===== src/rtl/brew_pkg.sv =====
// brew_pkg: shared status-code encoding, timer state type and helpers for brew_timer.
package brew_pkg;

    typedef enum logic [2:0] {
        STANDBY       = 3'b000,
        WORKING       = 3'b001,
        POURINGCOFFEE = 3'b010,
        POURINGMILK   = 3'b011,
        NEEDMILK      = 3'b100,
        DONE          = 3'b101,
        ENJOY         = 3'b110,
        ILLEGAL       = 3'b111
    } th_code_t;

    typedef enum logic [1:0] {IDLE, COUNTING, FIRED} timer_state_t;

    function automatic logic is_timed(th_code_t c);
        return c inside {WORKING, POURINGCOFFEE, POURINGMILK, ENJOY};
    endfunction

    function automatic int max2(int a, int b);
        return (a > b) ? a : b;
    endfunction

endpackage


===== src/rtl/brew_interval_cnt.sv =====
// brew_interval_cnt: loadable saturating up-counter; done flags the edge on which the count lands on limit.
module brew_interval_cnt #(
    parameter int W = 4
) (
    input  logic         clk,
    input  logic         reset,
    input  logic         load,
    input  logic         clr,
    input  logic         en,
    input  logic [W-1:0] limit,
    output logic         done
);

    logic [W-1:0] count;
    logic [W-1:0] nxt;

    always_comb nxt = clr ? '0 : load ? W'(1) : (en && count != '1) ? count + 1'b1 : count;

    // A count already sitting on limit must not report done again.
    assign done = !clr && (load || (en && count != limit)) && nxt == limit;

    always_ff @(posedge clk or negedge reset)
        if (!reset) count <= '0;
        else        count <= nxt;

endmodule


===== src/rtl/brew_timer.sv =====
// brew_timer: times the phases reported on TH_M, answers with a one-cycle T pulse and drives the actuators.
// Optional watchdog enabled by defining BREW_WDT_EN.
module brew_timer
    import brew_pkg::*;
#(
    parameter int HEAT_CYC   = 8,
    parameter int COFFEE_CYC = 12,
    parameter int MILK_CYC   = 6,
    parameter int ENJOY_CYC  = 4,
    parameter int WDT_CYC    = 64
) (
    input  logic       clk,
    input  logic       reset,
    input  logic [2:0] TH_M,
    output logic       T,
    output logic       heater,
    output logic       pump_cafe,
    output logic       pump_leche,
    output logic       need_milk,
    output logic       busy,
    output logic       err,
    output logic       fault
);

    localparam int MAX_CYC = max2(max2(HEAT_CYC, COFFEE_CYC), max2(MILK_CYC, ENJOY_CYC));
    localparam int W       = $clog2(MAX_CYC) + 1;

    if (HEAT_CYC < 1 || COFFEE_CYC < 1 || MILK_CYC < 1 || ENJOY_CYC < 1 || WDT_CYC < 1) begin : g_bad_cfg
        $error("brew_timer: every duration parameter must be at least 1");
    end

    th_code_t     code;
    th_code_t     prev_code;
    timer_state_t state;
    timer_state_t state_n;
    logic         change;
    logic         timed;
    logic         done;
    logic [W-1:0] limit;
    logic         heat_q;
    logic         cafe_q;
    logic         leche_q;

    assign code   = th_code_t'(TH_M);
    assign change = code != prev_code;
    assign timed  = is_timed(code);
    assign busy   = state == COUNTING;

    // Untimed codes never load or enable the counter, so their limit is don't-care.
    always_comb limit = (code == WORKING)       ? W'(HEAT_CYC)   :
                        (code == POURINGCOFFEE) ? W'(COFFEE_CYC) :
                        (code == POURINGMILK)   ? W'(MILK_CYC)   : W'(ENJOY_CYC);

    brew_interval_cnt #(.W(W)) u_phase (
        .clk   (clk),
        .reset (reset),
        .load  (change && timed),
        .clr   (change && !timed),
        .en    (!change && state == COUNTING),
        .limit (limit),
        .done  (done)
    );

    always_comb state_n = (change && !timed) ? IDLE : done ? FIRED : change ? COUNTING : state;

    always_ff @(posedge clk or negedge reset)
        if (!reset) state <= IDLE;
        else        state <= state_n;

    always_ff @(posedge clk or negedge reset)
        if (!reset) begin
            prev_code <= STANDBY;
            T         <= 1'b0;
            heat_q    <= 1'b0;
            cafe_q    <= 1'b0;
            leche_q   <= 1'b0;
            need_milk <= 1'b0;
            err       <= 1'b0;
        end else begin
            prev_code <= code;
            T         <= done;
            heat_q    <= code == WORKING;
            cafe_q    <= code == POURINGCOFFEE;
            leche_q   <= code == POURINGMILK;
            need_milk <= code == NEEDMILK;
            err       <= err || code == ILLEGAL;
        end

`ifdef BREW_WDT_EN
    localparam int WW = $clog2(WDT_CYC) + 1;
    logic wdt_done;
    logic fault_q;
    // Any non-STANDBY code held unchanged for WDT_CYC cycles trips the watchdog.
    brew_interval_cnt #(.W(WW)) u_wdt (
        .clk   (clk),
        .reset (reset),
        .load  (change && code != STANDBY),
        .clr   (code == STANDBY),
        .en    (!change && code != STANDBY),
        .limit (WW'(WDT_CYC)),
        .done  (wdt_done)
    );
    always_ff @(posedge clk or negedge reset)
        if (!reset) fault_q <= 1'b0;
        else        fault_q <= fault_q || wdt_done;
    assign fault = fault_q;
`else
    assign fault = 1'b0;
`endif

    assign heater     = heat_q  && !fault;
    assign pump_cafe  = cafe_q  && !fault;
    assign pump_leche = leche_q && !fault;

endmodule

===== config.mk =====
export PLATFORM = sky130hd
export DESIGN_NAME = brew_timer
export DESIGN_NICKNAME = d
export VERILOG_FILES = /design/src/rtl/brew_pkg.sv /design/src/rtl/brew_interval_cnt.sv /design/src/rtl/brew_timer.sv
export SDC_FILE = /design/constraint.sdc
export NUM_CORES = 1
export LEC_CHECK = 0
export CORE_MARGIN = 2
export CORE_UTILIZATION = 55
export DETAILED_ROUTE_END_ITERATION = 16
export DONT_BUFFER_PORTS = 1
export GPL_ROUTABILITY_DRIVEN = 0
export PLACE_DENSITY = 0.82
export SLEW_MARGIN = 20
export SYNTH_ARGS = -nofsm -noshare
export SYNTH_HDL_FRONTEND = slang
export SYNTH_SLANG_ARGS = --single-unit

===== constraint.sdc =====
create_clock -name clk -period 2.75 [get_ports clk]
set_input_delay 0.55 -clock clk [delete_from_list [all_inputs] [get_ports clk]]
set_output_delay 0.55 -clock clk [all_outputs]
set_load 0.1 [all_outputs]

# After elaboration in Yosys (flattened, before gate mapping)
# Cells that the tools add are included.
# op_classes
div_mod_pow	0
n_eq_ne	11
muxes	9
shift	0
n_reduce_logical	14
n_mul	0
bitwise_logic	0
n_lt_le_gt_ge	0
add_sub_neg	1
# ops
op	count
$mux W5	3
$eq A3 B3 Y1 const B	3
$mux W2	4
$mux W4	2
$logic_and A1 B1 Y1	7
$eq A3 B2 Y1 const B	2
$add A5 B1 Y5 const B	1
$eq A5 B4 Y1	1
$ne A5 B4 Y1	1
$ne A5 B5 Y1 const B	1
$reduce_bool A4 Y1	1
$eq A3 B1 Y1 const B	1
$logic_not A1 Y1	3
$ne A3 B3 Y1	1
$reduce_bool A3 Y1	1
$eq A2 B1 Y1 const B	1
$logic_or A1 B1 Y1	2
# totals
regBits	16
rom_bits	0
latch_bits	0
out_inout_bits	8
mem_bits_rw	0
mem_count	0

# Logic depth before layout (Yosys ltp)
# depth
depth_word	11
ltp_mapped	8

# Cells and area by module
# From an unflattened synthesis, not the netlist that was laid out.
# unflattened
hier_cells	80
area_unflattened_um2	880.8
# by_module_without_submodules
module	cells_per_inst	instances	area_per_inst_um2
brew_timer	40	1	473.0
brew_interval_cnt	40	1	407.9

# Worst setup path after synthesis
# OpenSTA, ideal clock, no wires.
# synth_timing
path_kind	reg-to-reg
from	register state[1]
to	register state[0]
slack_ps	-16
path_stages_with_launch	5
arrival_ps	2636
path_buffers	0
synth_period_minus_slack_ps	2766
t_required_ps	2620
path_cell_list	dfrtp_1 nor2b_1 o211ai_1 a311o_1 a2bb2oi_1
# synth_between
elab_chain_cells	10
elab_cells_between_ends	14
cone_classes	2 x eq/ne; 5 x mux; 7 x reduce/logical
# synth_rtl
item	line	source
from (decl)	brew_timer.sv:34	timer_state_t state;
from (signal assigned)	brew_timer.sv:68	else state <= state_n;
$eq A2 B1 Y1 (*)	-	
net busy	brew_timer.sv:20	output logic busy,
$logic_and A1 B1 Y1 (*)	brew_timer.sv:59	.en (!change && state == COUNTING),
$logic_and A1 B1 Y1	brew_interval_cnt.sv:17	always_comb nxt = clr ? '0 : load ? W'(1) : (en && count != '1) ? count + 1'b1 : count;
$mux W5 (3 in a row)	brew_interval_cnt.sv:17	
$eq A5 B4 Y1	brew_interval_cnt.sv:20	assign done = !clr && (load || (en && count != limit)) && nxt == limit;
$logic_and A1 B1 Y1 (*)	brew_interval_cnt.sv:20	
$mux W2 (2 in a row)	brew_timer.sv:64	always_comb state_n = (change && !timed) ? IDLE : done ? FIRED : change ? COUNTING : state;
# Mark *: on every way through the listed nets, which the timed path passes. The rest lies on a longest branch.
# A chain may end at the register's enable or synchronous reset.

# Worst setup path in the final report
# layout_timing
from	register u_phase.count[1]
to	register T
# layout_between
elab_chain_cells	7
elab_cells_between_ends	12
cone_classes	1 x add/sub; 3 x eq/ne; 3 x mux; 5 x reduce/logical
# layout_rtl
item	line	source
from (decl)	brew_interval_cnt.sv:14	logic [W-1:0] count;
from (signal assigned)	brew_interval_cnt.sv:24	else count <= nxt;
parallel branches: the longest is 6 deep, another holds $add A5 B1 Y5	-	
$logic_and A1 B1 Y1 (*)	brew_interval_cnt.sv:20	
net done	brew_timer.sv:38	logic done;
to (signal assigned)	brew_timer.sv:81	T <= done;
to (decl)	brew_timer.sv:15	output logic T,
# Mark *: on every way through the listed nets, which the timed path passes.

==> metrics.cfg <==
[setup_path]
cp.required_ns=2.95
setup.worst_path.end_class=flip-flop
arrival_ns=2.79
crit_fanout=7
cpMaxStageDelayCell=dfrtp_2
crit_chain=ha_1 -> and3_1 -> ha_1 -> and4bb_1 -> xnor2_1 -> mux2_4 -> o32a_1 -> nor4_2
critPathKind=reg2reg
cpPeakStageDelay_ns=0.45
cp_common_cell=ha_1
cp-start-kind=flip-flop

[synth]
synth-edff-count=0
synth_top_cell_area_share_pct=44.4
synth_nets=96
ys_ff_latch=16
ys.flop_type=dfrtp_1
ys_top_cells_by_area=dfrtp_1 44%, nor2_1 4.2%, xnor2_1 3.9%
syn_area_per_cell_sq_um=10.1
synth_top_area_cell=dfrtp_1
async_flop_share_pct=100
synthesis.area_sq_um=902
synth_warnings=0
synth_cell_types=37
seq_area_frac_synth_pct=44.4
netlist_instances=89

[sta]
period_needed_ns=2.58
period_share_pct=94.0
max_freq_mhz=387
fin_setup_tns_ns=0
setup_viol=0
hold_ws_ns=0.281
slew_viol_final=0
finalClockSkew_ns=0.00108
grt_setup_unrepaired=no
relSlewSlack_pct=39.9
timing.final.ws_setup_ns=0.165
worst_pin_slew_ns=0.901
hold_violations=0

[die]
die_h_microns=44.5
io_pins=13
start_util_pct=59.2
dieArea_sq_mm=0.00198
die_w_microns=44.5
core.rowCount=14
core_sq_mm=0.00152

[placement]
dpl.hpwl_mm=1.27
dp_worst_setup_slack_ns=0.125
placement.io_buffers=0
place_area_sq_um=915

[clock_network]
ctsLongestPathBuffers=2
numCtsBuffers=3
cts_sinks=16
clk-insertion-delay-late_ns=0.29
clkTransAtPathRegs_ns=0.09
cts-root-buf=clkbuf_4
htreeDepth=1
cts_tree=done

[cells_and_area]
drive_gt1_share_pct=16.8
synthToLayoutAreaGrowth_pct=9.99
fillCellCount=106
fin_util_pct=65.1
final_cell_area_sq_um=992
diodes=0
fin_nets=103

[global_route]
grt_pass1_vias=671
antenna_found_initial=0
grt_overflow=0
grt_pass1_wl_mm=3.04
grt_max_degree=17
track_usage_pct=21.7

[worst_hold_path]
hold_class=in2reg

[power_and_ir_drop]
powerDensity_mw_per_mm2=525
ir_drop_mv=0.441
p_leak_nw=0.428

[drt]
viasPerCell=6.13
routedWlPerCell_microns=15.6
drc_errors=0
drt-initial-drc-count=16
vias=680
firstDrtPassIters=4
drtAntennaViolNets=0
routed_wl_mm=1.73

[job]
max_cap_viol_count=0

[status]
status=finished clean

[kinds of logic after synthesis]
logic type                 share of synthesized area, %
and+or+nand+nor                                    25.7
DFF                                                44.4
AOI/OAI and AO/OA                                  11.9
xor gates and xnor gates                           7.77
buffers and inverters                              3.19
muxes                                              3.88
adders and majority gates                          2.77
other                                             0.416
[worst max-delay path, delay by kind of cell, from the launching register on]
kind,cells,cell delay [ns]
DFF,1,0.45
and+or+nand+nor,3,0.76
AOI/OAI and AO/OA,1,0.33
xor gates and xnor gates,1,0.18
muxes,1,0.33
adders and majority gates,2,0.46
[metal layers]
metal	part of all wire (%)	GRT usage, %
met1	43	29.0
met2	47	32.8
met4	2.4	6.67
met3	7.6	7.76
met5	0	0
[power by group]
group | leakage, nW | total, mW | switching (mW) | internal, mW
sequential | 0.203 | 0.269 | 0.0251 | 0.244
combinational | 0.205 | 0.0998 | 0.0591 | 0.0406
clock | 0.0210 | 0.152 | 0.0713 | 0.0808
[sequential cells by signal (all words and copies together) (netlist names)]
name / count
state: 2
heater: 1
T: 1
u_phase.count: 5
pump_cafe: 1
need_milk: 1
pump_leche: 1
prev_code: 3
err: 1
[stage by stage]
| stage | power [mW] | instances |
|---|---|---|
| 3_5_place_dp | 0.358 | 102 |
| 3_3_place_gp | 0.355 | 102 |
| 6_report | 0.521 | 111 |
| 5_1_grt | 0.540 | 111 |
| 4_1_cts | 0.516 | 107 |
| 2_1_floorplan | 0.346 | 89 |
[cells in the final DEF (no fill, tap or decap), types with 2 or more instances in the layout]
| master | instances |
|---|---|
| dfrtp_1 | 15 |
| nor2_1 | 10 |
| buf_4 | 6 |
| nand2_1 | 5 |
| xor2_1 | 4 |
| xnor2_1 | 4 |
| nor3_1 | 4 |
| o21ai_0 | 4 |
| nand2b_1 | 3 |
| nor3b_1 | 3 |
| clkbuf_4 | 3 |
| and3_1 | 2 |
| mux2i_1 | 2 |
| a21oi_1 | 2 |
| and3b_1 | 2 |
| ha_1 | 2 |
[path summary, 6_finish.rpt]
path / to / slack, ns / start / cells after the start
worst max-delay path: T$_DFF_PN0_ / 0.17 / u_phase.count[1]$_DFF_PN0_ / 8
worst min-delay path: prev_code[1]$_DFF_PN0_ / 0.28 / TH_M[1] / 0
worst max register to register: T$_DFF_PN0_ / 0.17 / u_phase.count[1]$_DFF_PN0_ / 8
worst min register to register: state[0]$_DFFE_PN0P_ / 0.58 / state[0]$_DFFE_PN0P_ / 2
max in group asynchronous: u_phase.count[1]$_DFF_PN0_ / 1.53 / reset / 1
min in group asynchronous: pump_cafe$_DFF_PN0_ / 0.74 / reset / 1
[area by class of cell]
cell class                 instances  area [sq um]  share of cell area (%)
tap                               16          20.0                    2.02
inverter                           1          3.75                   0.378
sequential                        16           402                    40.5
timing repair buffer               7          55.1                    5.55
multi-input combinational         67           475                    47.9
clock buffer                       4          36.3                    3.66
[synth_stat cells, types with 2 or more instances]
cell	instances
a21oi_1	2
nor3_1	4
nor2_1	10
xnor2_1	4
dfrtp_1	16
and3_1	2
clkbuf_1	2
mux2i_1	2
nor2b_1	2
nand2b_1	3
nor3b_1	3
buf_2	2
nand2_1	5
and3b_1	2
o21ai_0	4
xor2_1	4
ha_1	2
[timing repair]
item,4_1_cts,5_1_grt
setup endpoints to repair,0,2
gates resized for setup,0,1
hold buffers,1,0
hold endpoints to repair,16,0
buffers inserted,0,4
(Power assumes the default switching activity.)
